`src/rtl/prog_freq_divider.sv`:
```
// Programmable clock divider: divides clk by a runtime-loadable N (2..2^WIDTH-1).
// Outputs a one-cycle tick at each period wrap and a registered near-50% clk_out.
// Supports continuous (mode=0) and one-shot (mode=1) operation.
module prog_freq_divider #(
    parameter int unsigned WIDTH       = 16,
    parameter int unsigned DEFAULT_DIV = 8192
) (
    input  logic             clk,
    input  logic             reset,
    input  logic             enable,
    input  logic             mode,
    input  logic             start,
    input  logic             div_load,
    input  logic [WIDTH-1:0] div_value,
    output logic             tick,
    output logic             clk_out,
    output logic             busy,
    output logic [WIDTH-1:0] count,
    output logic [WIDTH-1:0] div_active
);

    typedef enum logic {
        S_IDLE = 1'b0,
        S_RUN  = 1'b1
    } state_t;

    localparam logic [WIDTH-1:0] DIV_RST = WIDTH'(DEFAULT_DIV);
    localparam logic [WIDTH-1:0] ONE     = WIDTH'(1);
    localparam logic [WIDTH-1:0] TWO     = WIDTH'(2);
    localparam logic [WIDTH:0]   ONE_X   = (WIDTH + 1)'(1);

    state_t           state_q, state_d;
    logic [WIDTH-1:0] count_q, count_d;
    logic [WIDTH-1:0] div_q, div_d;
    logic [WIDTH-1:0] pend_q, pend_d;
    logic             pend_valid_q, pend_valid_d;
    logic             tick_q, tick_d;
    logic             clk_out_q, clk_out_d;

    logic [WIDTH-1:0] load_val;
    logic [WIDTH-1:0] n_cur;
    logic [WIDTH-1:0] n_next;
    logic [WIDTH:0]   half_next;
    logic             run_cycle;
    logic             wrap;

    // Divisors of 0 or 1 are meaningless; store them as 2
    assign load_val = (div_value < TWO) ? TWO : div_value;

    // State register with synchronous reset; reset discards any pending divisor
    always_ff @(posedge clk) begin
        if (reset) begin
            state_q      <= S_IDLE;
            count_q      <= '0;
            div_q        <= DIV_RST;
            pend_q       <= '0;
            pend_valid_q <= 1'b0;
            tick_q       <= 1'b0;
            clk_out_q    <= 1'b0;
        end else begin
            state_q      <= state_d;
            count_q      <= count_d;
            div_q        <= div_d;
            pend_q       <= pend_d;
            pend_valid_q <= pend_valid_d;
            tick_q       <= tick_d;
            clk_out_q    <= clk_out_d;
        end
    end

    // Next-state: FSM transitions, counting, divisor hand-over at period boundaries
    always_comb begin
        state_d      = state_q;
        count_d      = count_q;
        div_d        = div_q;
        pend_d       = pend_q;
        pend_valid_d = pend_valid_q;
        tick_d       = 1'b0;
        clk_out_d    = clk_out_q;
        n_cur        = div_q;
        n_next       = div_q;
        half_next    = '0;
        run_cycle    = 1'b0;
        wrap         = 1'b0;

        if (div_load) begin
            pend_d       = load_val;
            pend_valid_d = 1'b1;
        end

        unique case (state_q)
            S_IDLE: begin
                if (enable && (!mode || start)) begin
                    state_d   = S_RUN;
                    run_cycle = 1'b1;
                    // Pending divisor takes effect on entry; the same cycle counts
                    if (pend_valid_q) begin
                        n_cur = pend_q;
                        div_d = pend_q;
                        if (!div_load) begin
                            pend_valid_d = 1'b0;
                        end
                    end
                end
            end
            S_RUN: begin
                run_cycle = enable;
            end
            default: begin
                state_d = S_IDLE;
            end
        endcase

        n_next = n_cur;
        if (run_cycle) begin
            if (count_q == n_cur - ONE) begin
                wrap    = 1'b1;
                count_d = '0;
                tick_d  = 1'b1;
                // A load coinciding with the wrap bypasses the pending register
                if (div_load) begin
                    n_next = load_val;
                end else if (pend_valid_q) begin
                    n_next = pend_q;
                end
                pend_valid_d = 1'b0;
                div_d        = n_next;
            end else begin
                count_d = count_q + ONE;
            end
            // Half period at WIDTH+1 bits so N = 2^WIDTH-1 does not overflow
            half_next = ({1'b0, n_next} + ONE_X) >> 1;
            clk_out_d = ({1'b0, count_d} < half_next);
            if (wrap && mode) begin
                clk_out_d = 1'b0;
                state_d   = S_IDLE;
            end
        end
    end

    assign tick       = tick_q;
    assign clk_out    = clk_out_q;
    assign busy       = (state_q == S_RUN);
    assign count      = count_q;
    assign div_active = div_q;

endmodule

```
`config.mk`:
```
export PLATFORM = sky130hd
export DESIGN_NAME = prog_freq_divider
export DESIGN_NICKNAME = d
export VERILOG_FILES = /design/src/rtl/prog_freq_divider.sv
export SDC_FILE = /design/constraint.sdc
export NUM_CORES = 1
export LEC_CHECK = 0
export CAP_MARGIN = 10
export CORE_ASPECT_RATIO = 1.5
export CORE_UTILIZATION = 58
export CTS_CLUSTER_DIAMETER = 50
export DETAILED_ROUTE_END_ITERATION = 8
export PLACE_DENSITY = 0.94
export SYNTH_ARGS = -nofsm -noshare
export SYNTH_HDL_FRONTEND = slang
export SYNTH_SLANG_ARGS = --single-unit
```
`constraint.sdc`:
```
create_clock -name clk -period 9 [get_ports clk]
set_clock_uncertainty 0.1 [all_clocks]
set_input_delay 0.9 -clock clk [delete_from_list [all_inputs] [get_ports clk]]
set_output_delay 0.9 -clock clk [all_outputs]
set_load 0.1 [all_outputs]
```
==> metrics.json, run 1 <==
{
  "met2_usage": {"value": 63.51, "unit": "%"},
  "core": {"value": 8464, "unit": "µm²"},
  "static-leakage-power": {"value": 0.002158, "unit": "µW"},
  "numPortBuffers": {"value": 56},
  "seq_power_share": {"value": 41.1, "unit": "%"},
  "firstDrtPassIters": {"value": 5},
  "ys.warnings.count": {"value": 0},
  "tightestPinTransition": {"value": 1051, "unit": "ps"},
  "final.setup.tns": {"value": 0, "unit": "ps"},
  "top_level_ports": {"value": 57},
  "rsz0062_at_grt": {"value": "false"},
  "ff2ff_path_depth": {"value": 27},
  "finish.net_count": {"value": 731},
  "h_tree_depth": {"value": 2},
  "grt-busiest-layer": {"value": "met2"},
  "cts_buffers": {"value": 5},
  "cap_viol_max_count": {"value": 0},
  "clkSlewWorstSetupHoldPaths": {"value": 70, "unit": "ps"},
  "setup_viol": {"value": 0},
  "cts_num_sinks": {"value": 52},
  "worstPathMaxFanout": {"value": 29},
  "final_cell_count_no_fill": {"value": 799},
  "p_sw": {"value": 208.6, "unit": "µW"},
  "dominantRegCellSynth": {"value": "sky130_fd_sc_hd__dfxtp_1"},
  "clock_tree.buffer_depth": {"value": 2},
  "post-route-period-util": {"value": 89.84, "unit": "%"},
  "dp.final_hpwl": {"value": 12.22, "unit": "mm"},
  "routed_wl": {"value": 16.35, "unit": "mm"},
  "fp.dieArea": {"value": 9164, "unit": "µm²"},
  "headroom_to_the_max_slew_limit": {"value": 29.91, "unit": "%"},
  "crit-reg2reg-capture": {"value": "clk_out"},
  "ctsResizeCount": {"value": 0},
  "final.fill_count": {"value": 754},
  "drcViolationCount": {"value": 0},
  "internal_power_contribution": {"value": 398.8, "unit": "µW"},
  "route.detailed.wl_per_inst": {"value": 20.46, "unit": "µm"},
  "grt_pass1_wl": {"value": 25.81, "unit": "mm"},
  "netlist-cell-type-count": {"value": 70},
  "post-route-cell-area": {"value": 5753, "unit": "µm²"},
  "cellPowerDensity": {"value": 105.6, "unit": "nW/µm²"},
  "die_w": {"value": 78.50, "unit": "µm"},
  "n_antenna_cell": {"value": 0},
  "placedCellCount": {"value": 791},
  "final_core_util": {"value": 67.97, "unit": "%"},
  "critPathLaunchType": {"value": "input pin"},
  "final_gp_congestion": {"value": 1.029},
  "largest_net_degree_at_the_start_of_global_routing": {"value": 55},
  "grt_pass1_vias": {"value": 5182},
  "route.vias.total": {"value": 5345},
  "layout-drive-gt1-share": {"value": 6.214, "unit": "%"},
  "status": {"value": "complete, no violations"},
  "grt_util_met3": {"value": 4.297, "unit": "%"},
  "synth_edf_count": {"value": 0},
  "maxClockFrequency": {"value": 0.1237, "unit": "GHz"},
  "postSynthCellCount": {"value": 668},
  "path_class": {"value": "in -> reg"},
  "antenna_found_initial": {"value": 0},
  "timing.hold.worst_path_depth": {"value": 2},
  "vias_per_cell": {"value": 6.690},
  "min_from": {"value": "clk_out"},
  "synth_seq_cells": {"value": 52},
  "drt_iter0_drc": {"value": 600},
  "worstHoldPathType": {"value": "reg -> reg"},
  "area_growth_syn_to_layout": {"value": 13.00, "unit": "%"},
  "worstSkewPairLatency": {"value": 300, "unit": "ps"},
  "cts_tree": {"value": "done"},
  "fp.dieH": {"value": 116.7, "unit": "µm"},
  "sw_frac_of_total": {"value": 34.35, "unit": "%"},
  "floorplan.initialDensity": {"value": 60.15, "unit": "%"},
  "synth.avg_cell_area": {"value": 7.621, "unit": "µm²"},
  "power_frac_clock": {"value": 32.4, "unit": "%"},
  "power": {"value": 607.4, "unit": "µW"},
  "sequential_fraction_of_the_synthesis_area": {"value": 20.45, "unit": "%"},
  "reg2reg_launch_point": {"value": "busy"},
  "timing.final.hold_violations": {"value": 0},
  "reg2reg_setup_slack": {"value": 1640, "unit": "ps"},
  "min_to": {"value": "clk_out"},
  "grt.met1_usage": {"value": 43.39, "unit": "%"},
  "row_count": {"value": 41},
  "data_required_time_of_the_worst_path": {"value": 9110, "unit": "ps"},
  "critical_path.endpoint_type": {"value": "flop"},
  "combinationalPowerShare": {"value": 26.5, "unit": "%"},
  "ctsRootBufferMaster": {"value": "sky130_fd_sc_hd__clkbuf_16"},
  "synth.net_count": {"value": 708},
  "post-cts-setup-buffers": {"value": 0},
  "power.ir.vdd_worst": {"value": 0.08831, "unit": "mV"},
  "grt_remaining_overflow": {"value": 0},
  "count_of_hold_buffers_inserted_by_post_cts_repair": {"value": 0},
  "ant_nets": {"value": 0},
  "post_synth_instance_area": {"value": 5091, "unit": "µm²"},
  "finalCriticalPeriod": {"value": 8086, "unit": "ps"},
  "grt_use_total": {"value": 36.37, "unit": "%"},
  "cp_data_arrival_time": {"value": 8190, "unit": "ps"},
  "postPlaceCellArea": {"value": 5609, "unit": "µm²"},
  "final_max_slew_viol_count": {"value": 0},
  "share_of_synthesized_registers_carrying_an_async_set_or_reset": {"value": 0, "unit": "%"}
}
[power groups by stage]
stage / sequential (µW) / clock [µW] / combinational, µW
after floorplan: 267 / 0 / 98.8
after global placement: 254 / 0 / 154
after detailed placement: 254 / 0 / 157
after CTS: 249 / 198 / 158
after global routing: 251 / 204 / 171
final: 250 / 197 / 161
[cell usage after synthesis, types with 18 or more instances]
cell type / count / area [µm²]
sky130_fd_sc_hd__a21oi_1: 46 / 230.2
sky130_fd_sc_hd__clkbuf_1: 25 / 93.84
sky130_fd_sc_hd__dfxtp_1: 52 / 1041
sky130_fd_sc_hd__ha_1: 18 / 225.2
sky130_fd_sc_hd__mux2i_1: 52 / 520.5
sky130_fd_sc_hd__nand2_1: 50 / 187.7
sky130_fd_sc_hd__nand3_1: 21 / 105.1
sky130_fd_sc_hd__nor2_1: 66 / 247.7
sky130_fd_sc_hd__nor3_1: 19 / 95.09
sky130_fd_sc_hd__o21ai_0: 24 / 120.1
sky130_fd_sc_hd__or3_1: 21 / 131.4
sky130_fd_sc_hd__xnor2_1: 41 / 359.1
[flip-flops by register name (all words and copies together), names as in the netlist]
name,flops
clk_out,1
pend_q,16
div_active,16
busy,1
pend_valid_q,1
count,16
tick,1
[kinds of logic after synthesis]
kind of cell | count (synthesis) | share of synthesized area, %
flip-flops | 52 | 20.45
XOR/XNOR | 57 | 9.806
buffers and inverters | 66 | 6.046
multiplexers | 57 | 11.55
adder cells (fa/ha/maj) | 18 | 4.424
AND/OR/NAND/NOR | 269 | 27.77
AO/OA/AOI/OAI | 149 | 19.96
[layout by cell type (no fill, tap or decap), drive strengths merged, types with 5 or more instances in the layout]
master	instances
clkbuf	5
nor3	19
and3	11
or3	21
nand2b	7
xor2	16
nand3	22
a21o	7
or4	5
dfxtp	52
nor2b	16
a21boi	5
o21a	5
o32ai	9
buf	10
a21oi	47
nand4	13
clkdlybuf4s50	55
a211oi	17
mux2i	52
ha	18
o21ai	25
nor2	66
nor4	18
xnor2	41
o31ai	5
nand2	51
inv	16
[worst max-delay path, cell delays in order]
cell and delay [ps]:
sky130_fd_sc_hd__clkdlybuf4s50_1 580, sky130_fd_sc_hd__and2b_4 320, sky130_fd_sc_hd__nand3_2 140, sky130_fd_sc_hd__mux2i_1 440
sky130_fd_sc_hd__ha_1 290, sky130_fd_sc_hd__or3b_2 490, sky130_fd_sc_hd__a311oi_4 270, sky130_fd_sc_hd__a21oi_2 120
sky130_fd_sc_hd__nor4b_4 310, sky130_fd_sc_hd__o32ai_2 130, sky130_fd_sc_hd__nor4_2 380, sky130_fd_sc_hd__and3_2 630
sky130_fd_sc_hd__mux2i_1 260, sky130_fd_sc_hd__ha_1 230, sky130_fd_sc_hd__inv_1 130, sky130_fd_sc_hd__or2_2 370
sky130_fd_sc_hd__or4_1 480, sky130_fd_sc_hd__xnor2_1 180, sky130_fd_sc_hd__nand2_1 100, sky130_fd_sc_hd__o21ai_0 90
sky130_fd_sc_hd__ha_1 300, sky130_fd_sc_hd__nor2b_1 130, sky130_fd_sc_hd__o21ai_0 140, sky130_fd_sc_hd__nand2b_1 70
sky130_fd_sc_hd__a21oi_1 130, sky130_fd_sc_hd__o21ai_0 80, sky130_fd_sc_hd__a211o_1 260, sky130_fd_sc_hd__a221oi_1 230
[area by class of cell]
type	instances	area, µm²	area share [%]
multi-input combinational	550	3747	65.14
inverter	17	63.81	1.109
sequential	52	1041	18.09
timing repair buffer	65	623.1	10.83
clock buffer	5	125.1	2.175
clock inverter	3	18.77	0.3262
tap	107	133.9	2.327
[worst max-delay path by stage]
stage | end | depth (start not counted) | slack, ps | from
2_1_floorplan | clk_out | 31 | 1630 | busy
3_3_place_gp | clk_out | 29 | 990 | mode
3_5_place_dp | clk_out | 29 | 620 | mode
4_1_cts | clk_out | 29 | 980 | mode
5_1_grt | clk_out | 28 | 330 | enable
6_report | clk_out | 28 | 910 | enable
[per-stage QoR]
step	setup WS, ps	hold slack, ps
after floorplan	1626	382.3
after global placement	990.1	404.1
after detailed placement	619.8	408.9
after CTS	978.1	422.6
after global routing	333.5	446.9
final	914.5	429.7
[per-layer routing]
layer / up-vias / wire, µm
met3: 62 / 1072
met4: 0 / 738
li1: 2481 / -
met2: 278 / 8137
met5: - / 0
met1: 2524 / 6402
Note: power is estimated with default switching activity, not from simulation.
==> inputs of run 2 (changes only) <==
CORE_UTILIZATION = 60   (was 58)
PLACE_DENSITY = 0.95   (was 0.94)
clock period = 9.9 ns   (was 9 ns; I/O delays follow)
==> run 2 against run 1 <==
Non-clock buffer count decreased by 1. Via count up 0.92%. First-iteration DRC count shrank 3.8%. Routed wire length about the same. Largest power group unchanged.
==> metrics.json, run 2 (synthesized netlist as in run 1, its figures left out) <==
{
  "status": {"value": "complete, no violations"},
  "finish.net_count": {"value": 730, "change": "-0.14%"},
  "grt_remaining_overflow": {"value": 0, "change": "unchanged"},
  "clkSlewWorstSetupHoldPaths": {"value": 70, "unit": "ps", "change": "about the same"},
  "route.detailed.wl_per_inst": {"value": 20.55, "unit": "µm", "change": "+0.40%"},
  "cellPowerDensity": {"value": 96.02, "unit": "nW/µm²", "change": "-9.1%"},
  "seq_power_share": {"value": 41.3, "unit": "%", "change": "+0.2 points"},
  "die_w": {"value": 77.21, "unit": "µm", "change": "-1.6%"},
  "final.setup.tns": {"value": 0, "unit": "ps", "change": "unchanged"},
  "power_frac_clock": {"value": 32.4, "unit": "%", "change": "about the same"},
  "n_antenna_cell": {"value": 0, "change": "unchanged"},
  "worstHoldPathType": {"value": "reg -> reg"},
  "grt.met1_usage": {"value": 41.08, "unit": "%", "change": "-2.3 points"},
  "grt-busiest-layer": {"value": "met2"},
  "static-leakage-power": {"value": 0.002157, "unit": "µW", "change": "about the same"},
  "antenna_found_initial": {"value": 0, "change": "unchanged"},
  "cp_data_arrival_time": {"value": 8500, "unit": "ps", "change": "+310 ps"},
  "layout_commonest_cell": {"value": "sky130_fd_sc_hd__nor2_1"},
  "largest_net_degree_at_the_start_of_global_routing": {"value": 58, "change": "+5.5%"},
  "cts_num_sinks": {"value": 52, "change": "unchanged"},
  "critPathLaunchType": {"value": "input pin"},
  "critical_path.endpoint_type": {"value": "flop"},
  "vias_per_cell": {"value": 6.776, "change": "+1.3%"},
  "post-cts-setup-buffers": {"value": 0, "change": "unchanged"},
  "h_tree_depth": {"value": 2, "change": "unchanged"},
  "sw_frac_of_total": {"value": 33.17, "unit": "%", "change": "-1.2 points"},
  "numPortBuffers": {"value": 56, "change": "unchanged"},
  "final_max_slew_viol_count": {"value": 0, "change": "unchanged"},
  "internal_power_contribution": {"value": 368.8, "unit": "µW", "change": "-7.5%"},
  "p_sw": {"value": 183.1, "unit": "µW", "change": "-12%"},
  "routed_wl": {"value": 16.35, "unit": "mm", "change": "about the same"},
  "maxClockFrequency": {"value": 0.1190, "unit": "GHz"},
  "final_cell_count_no_fill": {"value": 796, "change": "-0.38%"},
  "tightestPinTransition": {"value": 1005, "unit": "ps", "change": "-46.57 ps"},
  "power.ir.vdd_worst": {"value": 0.07125, "unit": "mV", "change": "-19%"},
  "timing.final.hold_violations": {"value": 0, "change": "unchanged"},
  "placedCellCount": {"value": 788, "change": "-0.38%"},
  "drcViolationCount": {"value": 0, "change": "unchanged"},
  "worstPathMaxFanout": {"value": 15, "change": "-48%"},
  "final_cell_mix": {"value": "sky130_fd_sc_hd__nor2_1, sky130_fd_sc_hd__clkdlybuf4s50_1, sky130_fd_sc_hd__mux2i_1, sky130_fd_sc_hd__dfxtp_1, sky130_fd_sc_hd__nand2_1"},
  "drt_iter0_drc": {"value": 577, "change": "-3.8%"},
  "ctsResizeCount": {"value": 0, "change": "unchanged"},
  "route.vias.total": {"value": 5394, "change": "+0.92%"},
  "cap_viol_max_count": {"value": 0, "change": "unchanged"},
  "ctsRootBufferMaster": {"value": "sky130_fd_sc_hd__clkbuf_16"},
  "cts_buffers": {"value": 5, "change": "unchanged"},
  "fp.dieH": {"value": 114.8, "unit": "µm", "change": "-1.7%"},
  "row_count": {"value": 40, "change": "-2.4%"},
  "layout-drive-gt1-share": {"value": 6.078, "unit": "%", "change": "-0.14 points"},
  "cts_tree": {"value": "done"},
  "worstSkewPairLatency": {"value": 290, "unit": "ps", "change": "about the same"},
  "firstDrtPassIters": {"value": 8, "change": "+3"},
  "grt_pass1_wl": {"value": 25.70, "unit": "mm", "change": "-0.43%"},
  "top_level_ports": {"value": 57, "change": "unchanged"},
  "floorplan.initialDensity": {"value": 62.79, "unit": "%", "change": "+2.6 points"},
  "final_core_util": {"value": 70.90, "unit": "%", "change": "+2.9 points"},
  "met2_usage": {"value": 63.54, "unit": "%", "change": "about the same"},
  "fp.dieArea": {"value": 8865, "unit": "µm²", "change": "-3.3%"},
  "post-route-period-util": {"value": 84.90, "unit": "%"},
  "finalCriticalPeriod": {"value": 8405, "unit": "ps"},
  "setup_viol": {"value": 0, "change": "unchanged"},
  "combinationalPowerShare": {"value": 26.3, "unit": "%", "change": "-0.2 points"},
  "count_of_hold_buffers_inserted_by_post_cts_repair": {"value": 0, "change": "unchanged"},
  "area_growth_syn_to_layout": {"value": 12.90, "unit": "%", "change": "about the same"},
  "clock_tree.buffer_depth": {"value": 2, "change": "unchanged"},
  "path_class": {"value": "in -> reg"},
  "core": {"value": 8108, "unit": "µm²", "change": "-4.2%"},
  "ant_nets": {"value": 0, "change": "unchanged"},
  "grt_use_total": {"value": 36.88, "unit": "%", "change": "+0.50 points"},
  "grt_pass1_vias": {"value": 5303, "change": "+2.3%"},
  "final_gp_congestion": {"value": 0.9865, "change": "-4.1%"},
  "headroom_to_the_max_slew_limit": {"value": 32.80, "unit": "%", "change": "+2.9 points"},
  "rsz0062_at_grt": {"value": "false"},
  "data_required_time_of_the_worst_path": {"value": 10000, "unit": "ps", "change": "+890 ps"},
  "grt_util_met3": {"value": 5.317, "unit": "%", "change": "+1.0 points"},
  "dp.final_hpwl": {"value": 12.12, "unit": "mm", "change": "-0.85%"}
}
==> run 2: changes by cell type in the layout (fill, tap and decap cells not counted) <==
cell and delta:
sky130_fd_sc_hd__clkinv_4 -1, sky130_fd_sc_hd__buf_4 -1, sky130_fd_sc_hd__clkbuf_8 +1
==> run 2: critical path, stage by stage <==
cell and delay (ps):
sky130_fd_sc_hd__clkdlybuf4s50_1 500, sky130_fd_sc_hd__nand2b_1 580, sky130_fd_sc_hd__nand3_2 480, sky130_fd_sc_hd__mux2i_1 530, sky130_fd_sc_hd__ha_1 290, sky130_fd_sc_hd__or3b_2 490
sky130_fd_sc_hd__a311oi_4 280, sky130_fd_sc_hd__a21oi_2 120, sky130_fd_sc_hd__nor4_1 300, sky130_fd_sc_hd__o2111ai_1 130, sky130_fd_sc_hd__nor4_1 410, sky130_fd_sc_hd__and3_2 340
sky130_fd_sc_hd__mux2i_1 200, sky130_fd_sc_hd__ha_1 230, sky130_fd_sc_hd__inv_1 120, sky130_fd_sc_hd__or2_2 370, sky130_fd_sc_hd__or4_1 470, sky130_fd_sc_hd__xnor2_1 160
sky130_fd_sc_hd__nand2_1 90, sky130_fd_sc_hd__o21ai_0 90, sky130_fd_sc_hd__ha_1 290, sky130_fd_sc_hd__nor2b_1 120, sky130_fd_sc_hd__o21ai_0 150, sky130_fd_sc_hd__nand2b_1 80
sky130_fd_sc_hd__a21oi_1 130, sky130_fd_sc_hd__o21ai_0 80, sky130_fd_sc_hd__a211o_1 220, sky130_fd_sc_hd__a221oi_1 240
==> run 2: final cells by class <==
cell class	instances	area, µm²
Clock buffer	6	138.9
Clock inverter	2	10.01
Fill cell	699	2360
Inverter	17	63.81
Multi-Input combinational cell	550	3747
Sequential cell	52	1041
Tap cell	105	131.4
Timing Repair Buffer	64	615.6
==> run 2: power groups by stage <==
stage          registers [µW]  clock network [µW]  logic (µW)
6_report                  228                 179         145
5_1_grt                   228                 189         154
4_1_cts                   227                 183         143
3_5_place_dp              231                   0         142
3_3_place_gp              231                   0         140
2_1_floorplan             243                   0        89.8
==> run 2: path summary, 6_finish.rpt <==
path	depth (start not counted)	end	slack, ps	startpoint
hold / removal	2	count[14]	430	count[14]
hold reg to reg	2	count[14]	430	count[14]
setup reg to reg	27	clk_out	2660	busy
setup / recovery	28	clk_out	1500	start
==> run 2: routing by layer <==
layer  up-vias  wire length (µm)
met2       345              7768
met4         0              1143
met5         -                 0
met1      2473              6149
li1       2478                 -
met3        98              1292
==> run 2: metrics by stage <==
stage          area [µm²]  total power (µW)  hold WS (ps)  setup WS [ps]
6_report             5748             551.9         432.5           1495
5_1_grt              5748             571.5         475.2          913.4
4_1_cts              5748             552.2         438.0           1596
3_5_place_dp         5599             373.6         424.3           1251
3_3_place_gp         5599             370.5         399.9           1599
2_1_floorplan        5091             332.8         382.3           2526
